## src/rtl/intc_pkg.sv

```systemverilog
// Shared types and constants for the 6502-style interrupt entry sequencer.
// Holds the sequence kinds, the default vector addresses and the cycle numbers that matter.
package intc_pkg;

    typedef enum logic [2:0] {
        INT_NONE  = 3'd0,
        INT_RESET = 3'd1,
        INT_NMI   = 3'd2,
        INT_IRQ   = 3'd3,
        INT_BRK   = 3'd4
    } int_kind_e;

    typedef enum logic {
        ST_IDLE = 1'b0,
        ST_SEQ  = 1'b1
    } seq_state_e;

    localparam logic [15:0] NMI_VEC_DEF = 16'hFFFA;
    localparam logic [15:0] RST_VEC_DEF = 16'hFFFC;
    localparam logic [15:0] IRQ_VEC_DEF = 16'hFFFE;
    localparam int          SEQ_LEN_DEF = 7;

    localparam logic [2:0] PUSH_FIRST  = 3'd2;
    localparam logic [2:0] PUSH_LAST   = 3'd4;
    localparam logic [2:0] KIND_RESOLVE = 3'd4;
    localparam logic [2:0] VEC_LO      = 3'd5;
    localparam logic [2:0] VEC_HI      = 3'd6;

    // Low-byte vector address for a sequence kind; BRK shares the IRQ vector.
    function automatic logic [15:0] kind_vector(input int_kind_e kind,
                                                input logic [15:0] nmi_vec,
                                                input logic [15:0] rst_vec,
                                                input logic [15:0] irq_vec);
        logic [15:0] vec;
        vec = 16'h0000;
        case (kind)
            INT_RESET: vec = rst_vec;
            INT_NMI:   vec = nmi_vec;
            INT_IRQ,
            INT_BRK:   vec = irq_vec;
            default:   vec = 16'h0000;
        endcase
        return vec;
    endfunction

endpackage

```

## src/rtl/nmi_edge_detect.sv

```systemverilog
// Falling-edge detector for the NMI line; the previous-level flop only advances on ce.
// Resets to "previously high" so a line held low through reset still counts as an edge.
module nmi_edge_detect (
    input  logic clk,
    input  logic rst_n,
    input  logic ce,
    input  logic nmi_n,
    output logic nmi_edge
);

    logic nmi_prev_q;
    logic nmi_prev_d;

    always_comb begin
        nmi_prev_d = nmi_prev_q;
        if (ce) begin
            nmi_prev_d = nmi_n;
        end
    end

    always_ff @(posedge clk or negedge rst_n) begin
        if (!rst_n) begin
            nmi_prev_q <= 1'b1;
        end else begin
            nmi_prev_q <= nmi_prev_d;
        end
    end

    assign nmi_edge = ce & nmi_prev_q & ~nmi_n;

endmodule

```

## src/rtl/interrupt_sequencer.sv

```systemverilog
// Polls RESET/NMI/IRQ at instruction boundaries and runs the 7-cycle interrupt/BRK entry,
// driving the stack-push enables, the vector fetch address and the final PC vector load.
module interrupt_sequencer
    import intc_pkg::*;
#(
    parameter logic [15:0] NMI_VEC = NMI_VEC_DEF,
    parameter logic [15:0] RST_VEC = RST_VEC_DEF,
    parameter logic [15:0] IRQ_VEC = IRQ_VEC_DEF,
    parameter int          SEQ_LEN = SEQ_LEN_DEF
) (
    input  logic        clk,
    input  logic        rst_n,
    input  logic        ce,
    input  logic        nmi_n,
    input  logic        irq_n,
    input  logic        i_flag,
    input  logic        instr_boundary,
    input  logic        brk_start,
    output logic        got_interrupt,
    output logic        seq_active,
    output logic [2:0]  seq_cycle,
    output logic        push_en,
    output logic        push_b_flag,
    output logic [15:0] vec_addr,
    output logic        set_i,
    output logic        load_pc_vec,
    output logic [2:0]  int_kind
);

    localparam logic [2:0] LAST_CYCLE = 3'(SEQ_LEN - 1);

    logic nmi_edge;

    nmi_edge_detect u_nmi_edge_detect (
        .clk      (clk),
        .rst_n    (rst_n),
        .ce       (ce),
        .nmi_n    (nmi_n),
        .nmi_edge (nmi_edge)
    );

    seq_state_e  state_q, state_d;
    logic [2:0]  seq_cycle_q, seq_cycle_d;
    int_kind_e   kind_q, kind_d;
    logic        got_int_q, got_int_d;
    logic        brk_q, brk_d;
    logic        reset_pending_q, reset_pending_d;
    logic        nmi_pending_q, nmi_pending_d;

    logic        irq_req;
    logic        poll;
    logic        take;
    logic        hijack;
    logic [15:0] vec_base;

    always_comb begin
        state_d         = state_q;
        seq_cycle_d     = seq_cycle_q;
        kind_d          = kind_q;
        got_int_d       = got_int_q;
        brk_d           = brk_q;
        reset_pending_d = reset_pending_q;
        nmi_pending_d   = nmi_pending_q;

        irq_req = ~irq_n & ~i_flag;
        poll    = ce & instr_boundary & (state_q == ST_IDLE);
        take    = poll & (reset_pending_q | nmi_pending_q | irq_req);
        hijack  = ((kind_q == INT_IRQ) || (kind_q == INT_BRK)) && nmi_pending_q;

        case (state_q)
            ST_IDLE: begin
                if (take) begin
                    state_d     = ST_SEQ;
                    seq_cycle_d = 3'd0;
                    got_int_d   = 1'b1;
                    brk_d       = 1'b0;
                    kind_d      = reset_pending_q ? INT_RESET :
                                  nmi_pending_q   ? INT_NMI   : INT_IRQ;
                end else if (ce && brk_start) begin
                    state_d     = ST_SEQ;
                    seq_cycle_d = 3'd0;
                    got_int_d   = 1'b0;
                    brk_d       = 1'b1;
                    kind_d      = INT_BRK;
                end
            end
            ST_SEQ: begin
                if (ce) begin
                    if (seq_cycle_q == LAST_CYCLE) begin
                        state_d     = ST_IDLE;
                        seq_cycle_d = 3'd0;
                        kind_d      = INT_NONE;
                        got_int_d   = 1'b0;
                        brk_d       = 1'b0;
                        if (kind_q == INT_RESET) begin
                            reset_pending_d = 1'b0;
                        end
                    end else begin
                        seq_cycle_d = seq_cycle_q + 3'd1;
                        // Late NMI steals an IRQ/BRK entry; the pushed B bit is already decided.
                        if (seq_cycle_q == KIND_RESOLVE) begin
                            if (hijack) begin
                                kind_d = INT_NMI;
                            end
                            if (hijack || (kind_q == INT_NMI)) begin
                                nmi_pending_d = 1'b0;
                            end
                        end
                    end
                end
            end
            default: begin
                state_d = ST_IDLE;
            end
        endcase

        // A fresh edge always survives, even one landing on the resolve cycle.
        if (nmi_edge) begin
            nmi_pending_d = 1'b1;
        end
    end

    always_ff @(posedge clk or negedge rst_n) begin
        if (!rst_n) begin
            state_q         <= ST_IDLE;
            seq_cycle_q     <= 3'd0;
            kind_q          <= INT_NONE;
            got_int_q       <= 1'b0;
            brk_q           <= 1'b0;
            reset_pending_q <= 1'b1;
            nmi_pending_q   <= 1'b0;
        end else begin
            state_q         <= state_d;
            seq_cycle_q     <= seq_cycle_d;
            kind_q          <= kind_d;
            got_int_q       <= got_int_d;
            brk_q           <= brk_d;
            reset_pending_q <= reset_pending_d;
            nmi_pending_q   <= nmi_pending_d;
        end
    end

    assign vec_base = kind_vector(kind_q, NMI_VEC, RST_VEC, IRQ_VEC);

    assign seq_active    = (state_q == ST_SEQ);
    assign got_interrupt = got_int_q;
    assign seq_cycle     = seq_cycle_q;
    assign int_kind      = kind_q;
    assign push_b_flag   = brk_q;
    assign push_en       = seq_active && (seq_cycle_q >= PUSH_FIRST) &&
                           (seq_cycle_q <= PUSH_LAST) && (kind_q != INT_RESET);
    assign set_i         = seq_active && (seq_cycle_q == VEC_LO);
    assign load_pc_vec   = seq_active && (seq_cycle_q == VEC_HI);
    assign vec_addr      = !seq_active              ? 16'h0000 :
                           (seq_cycle_q == VEC_LO)  ? vec_base :
                           (seq_cycle_q == VEC_HI)  ? vec_base + 16'd1 : 16'h0000;

endmodule

```

## config.mk

```make
export PLATFORM = sky130hd
export DESIGN_NAME = interrupt_sequencer
export DESIGN_NICKNAME = d
export VERILOG_FILES = /design/src/rtl/intc_pkg.sv /design/src/rtl/nmi_edge_detect.sv /design/src/rtl/interrupt_sequencer.sv
export SDC_FILE = /design/constraint.sdc
export NUM_CORES = 1
export LEC_CHECK = 0
export ABC_AREA = 1
export ABC_CLOCK_PERIOD_IN_PS = 2690
export CORE_ASPECT_RATIO = 1.25
export CORE_MARGIN = 8
export CORE_UTILIZATION = 35
export DETAILED_ROUTE_END_ITERATION = 16
export PLACE_DENSITY_LB_ADDON = 0.12
export SKIP_LAST_GASP = 1
export SYNTH_ARGS = -nofsm -noshare
export SYNTH_HDL_FRONTEND = slang
export SYNTH_HIERARCHICAL = 1
export SYNTH_SLANG_ARGS = --single-unit
```

## constraint.sdc

```tcl
create_clock -name clk -period 2.69 [get_ports clk]
set_clock_uncertainty 0.15 [all_clocks]
set_input_delay 0.6725 -clock clk [delete_from_list [all_inputs] [get_ports clk]]
set_output_delay 0.6725 -clock clk [all_outputs]
set_load 0.05 [all_outputs]
```

==> results of run 1 <==
[cell families (layout without fill, tap and decap cells)]
| logic type | Yosys count | after routing | synth area share [%] |
|---|---|---|---|
| and+or+nand+nor | 61 | 61 | 36.9 |
| buffers and inverters | 28 | 64 | 17.7 |
| AOI/OAI and AO/OA | 12 | 12 | 9.73 |
| DFF | 12 | 12 | 35.7 |
[per-layer routing]
metal | vias to the layer above | GRT usage (%) | wire (µm)
met1 | 382 | 11.8 | 836
met2 | 22 | 21.4 | 1310
met5 | - | 0 | 0
li1 | 420 | - | -
met3 | 2 | 3.81 | 127
met4 | 0 | 2.39 | 15
[cell type report]
class | instances | area, µm²
fill | 214 | 903
timing repair buffer | 44 | 604
multi-input combinational | 73 | 424
sequential | 12 | 308
inverter | 16 | 60.1
tap | 33 | 41.3
clock buffer | 4 | 36.3
[worst max-delay path, delay by kind of cell, from the launching register on]
| family | cells | cell delay, ns |
|---|---|---|
| DFF | 1 | 0.44 |
| AOI/OAI and AO/OA | 2 | 0.41 |
| buffers and inverters | 3 | 0.40 |
| and+or+nand+nor | 2 | 0.24 |
[power breakdown]
part / internal [mW] / switching (mW) / total (mW)
sequential: 0.256 / 0.0774 / 0.334
clock: 0.0824 / 0.0670 / 0.149
combinational: 0.615 / 0.881 / 1.50
[layout by cell type, fill, tap and decap left out, drive strengths merged]
cell type	synthesis	routed
nand3	9	9
nand2	36	36
nand4	3	3
a31oi	1	1
a21oi	3	3
clkbuf	0	5
dfrtp	10	10
a22oi	1	1
buf	12	27
o21ai	4	4
dfstp	2	2
a211oi	1	1
nand3b	1	1
clkdlybuf4s50	0	16
or2	2	2
nor3	1	1
inv	16	16
o211ai	2	2
nor2	9	9
[through the flow]
| step | std cells | area, µm² | power [mW] |
|---|---|---|---|
| finish | 182 | 1470 | 1.98 |
| global route | 182 | 1470 | 2.08 |
| CTS | 180 | 1420 | 1.93 |
| detailed placement | 174 | 1360 | 1.75 |
| global placement | 174 | 1360 | 1.74 |
| floorplan | 113 | 866 | 1.23 |
[state kept, by name, summed over array words and instances (netlist names)]
signal,cells
int_kind,3
seq_cycle,3
got_interrupt,1
nmi_pending_q,1
push_b_flag,1
reset_pending_q,1
seq_active,1
u_nmi_edge_detect/nmi_prev_q,1
[worst max path at each step]
| stage | startpoint | to | slack, ns | cells after the start |
|---|---|---|---|---|
| after CTS | seq_cycle[0] | vec_addr[12] | 0.06 | 8 |
| after global placement | seq_cycle[0] | vec_addr[3] | -0.01 | 7 |
| after detailed placement | seq_cycle[0] | vec_addr[12] | -0.08 | 7 |
| final | seq_cycle[1] | vec_addr[3] | 0.09 | 7 |
| after global routing | seq_cycle[0] | vec_addr[3] | -0.01 | 8 |
| after floorplan | seq_cycle[0] | vec_addr[10] | -0.04 | 7 |
[repair_timing]
item,4_1_cts,5_1_grt
setup endpoints to repair,13,13
pin swaps,1,2
gates resized for setup,0,7
cloned,0,1
setup buffers,2,1
==> flow_summary.toml, run 1 <==
[floorplan]
io_pins = 36
die_width_um = 60.0
initial_core_util_pct = 35.7
die_y_um = 71.0
row_count = 20
core_area_mm2 = 0.00238
die-area_mm2 = 0.00427

[yosys]
synth_top_cell_area_share_pct = 29.5
yosys-top-cells-area = "dfrtp_1 29%, nand2_1 14%, buf_4 11%"
yosysWarningCount = 6
synth-edff-count = 0
synthesis.instances = 113
yosys-top-cells-count = "32 x nand2_1, 14 x inv_1, 12 x buf_4"
synthesis.area_um2 = 848
synth-seq-cells = 12
syn_area_per_cell_um2 = 7.51
synth.most_common_cell = "nand2_1"
syn-num-nets = 121
synth_top_cell_by_area = "dfrtp_1"
ys_seq_area_share_pct = 35.7
synth_top_flop_cell = "dfrtp_1"
synth_cell_types = 26
async_flop_share_pct = 100

[setup_path]
r2r_slack_ns = 1.13
critical_path_class = "flop to output port"
rr_worst_depth = 10
crit_arrival_ns = 1.78
worstSetupStartpointType = "flop"
crit_path_end_kind = "output port"
path_cells = "nor2_2, nand2_2, a21oi_4, inv_2, o21ai_4, clkbuf_16, buf_12"
cp_slowest_cell = "dfrtp_2"
critPathMaxFanout = 5
required_ns = 1.87
cp_slowest_stage_delay_ns = 0.44
crit-reg2reg-launch = "seq_cycle[1]"
timing.rr.end = "int_kind[1]"

[timing]
worstMarginPinSlew_ns = 0.547
layout_worst_path_cycle_share_pct = 96.7
period_needed_ns = 2.60
setup_viol = 0
max_freq_ghz = 0.384
setup_tns_ns = 0
whs_ns = 0.330
setup_ws_ns = 0.0876
max_slew_margin_pct = 63.4
maxSlewViolCount = 0
hold_violations = 0

[final_layout]
drive_above_1_share_pct = 40.3
antennaDiodeCount = 0
finalCoreUtilization_pct = 62.0
final_nets = 158
synthToLayoutAreaGrowth_pct = 73.7

[detailed_routing]
routed_wl_um = 2290
drt_iter0_markers = 26
routed_wire_length_per_instance_um = 12.6
dr.pass1.iters = 4
drcViolationCount = 0
routed_via_density = 4.54
vias = 826
drtAntennaViolNets = 0

[power_and_ir_drop]
p_leak_nw = 0.704
max-vdd-ir-drop_v = 0.000805
power.density_mw_per_mm2 = 1340

[worst_hold_path]
hold_path_class = "flop to flop"
holdPathStages = 2
hp-start = "u_nmi_edge_detect/nmi_prev_q"
holdPathEnd = "u_nmi_edge_detect/nmi_prev_q"

[grt]
grt_pass1_vias = 828
antenna_found_initial = 0
grt_max_degree = 13
grt_pass1_wl_um = 3860
grt_usage_pct = 11.5
globalRouteOverflowTotal = 0

[clock_tree]
clock_sinks = 12
cts_tree = "built"
cts.path.max_buffers = 2
clk_latency_ns = 0.29
cts_max_level = 1
cts_buffers = 3
clk_pin_slew_ns = 0.07
cts_root_buffer = "clkbuf_4"
cts_hold_buf = 0

[placed_design]
gp_congestion = 0.807
dpl.hpwl_um = 1880
place_ws_ns = -0.0758
io_buffers = 35

[job]
maxCapViolCount = 0

[status]
status = "complete, no violations"
Power figures use the tool's default switching activity.
==> inputs of run 2 (changes only) <==
Settings changed: CTS_CLUSTER_SIZE from default to 8, GPL_ROUTABILITY_DRIVEN from default to 0, SLEW_MARGIN from default to 0.
==> results of run 2 <==
Same layout as run 1: the final DEF is identical, and so are final timing and power.
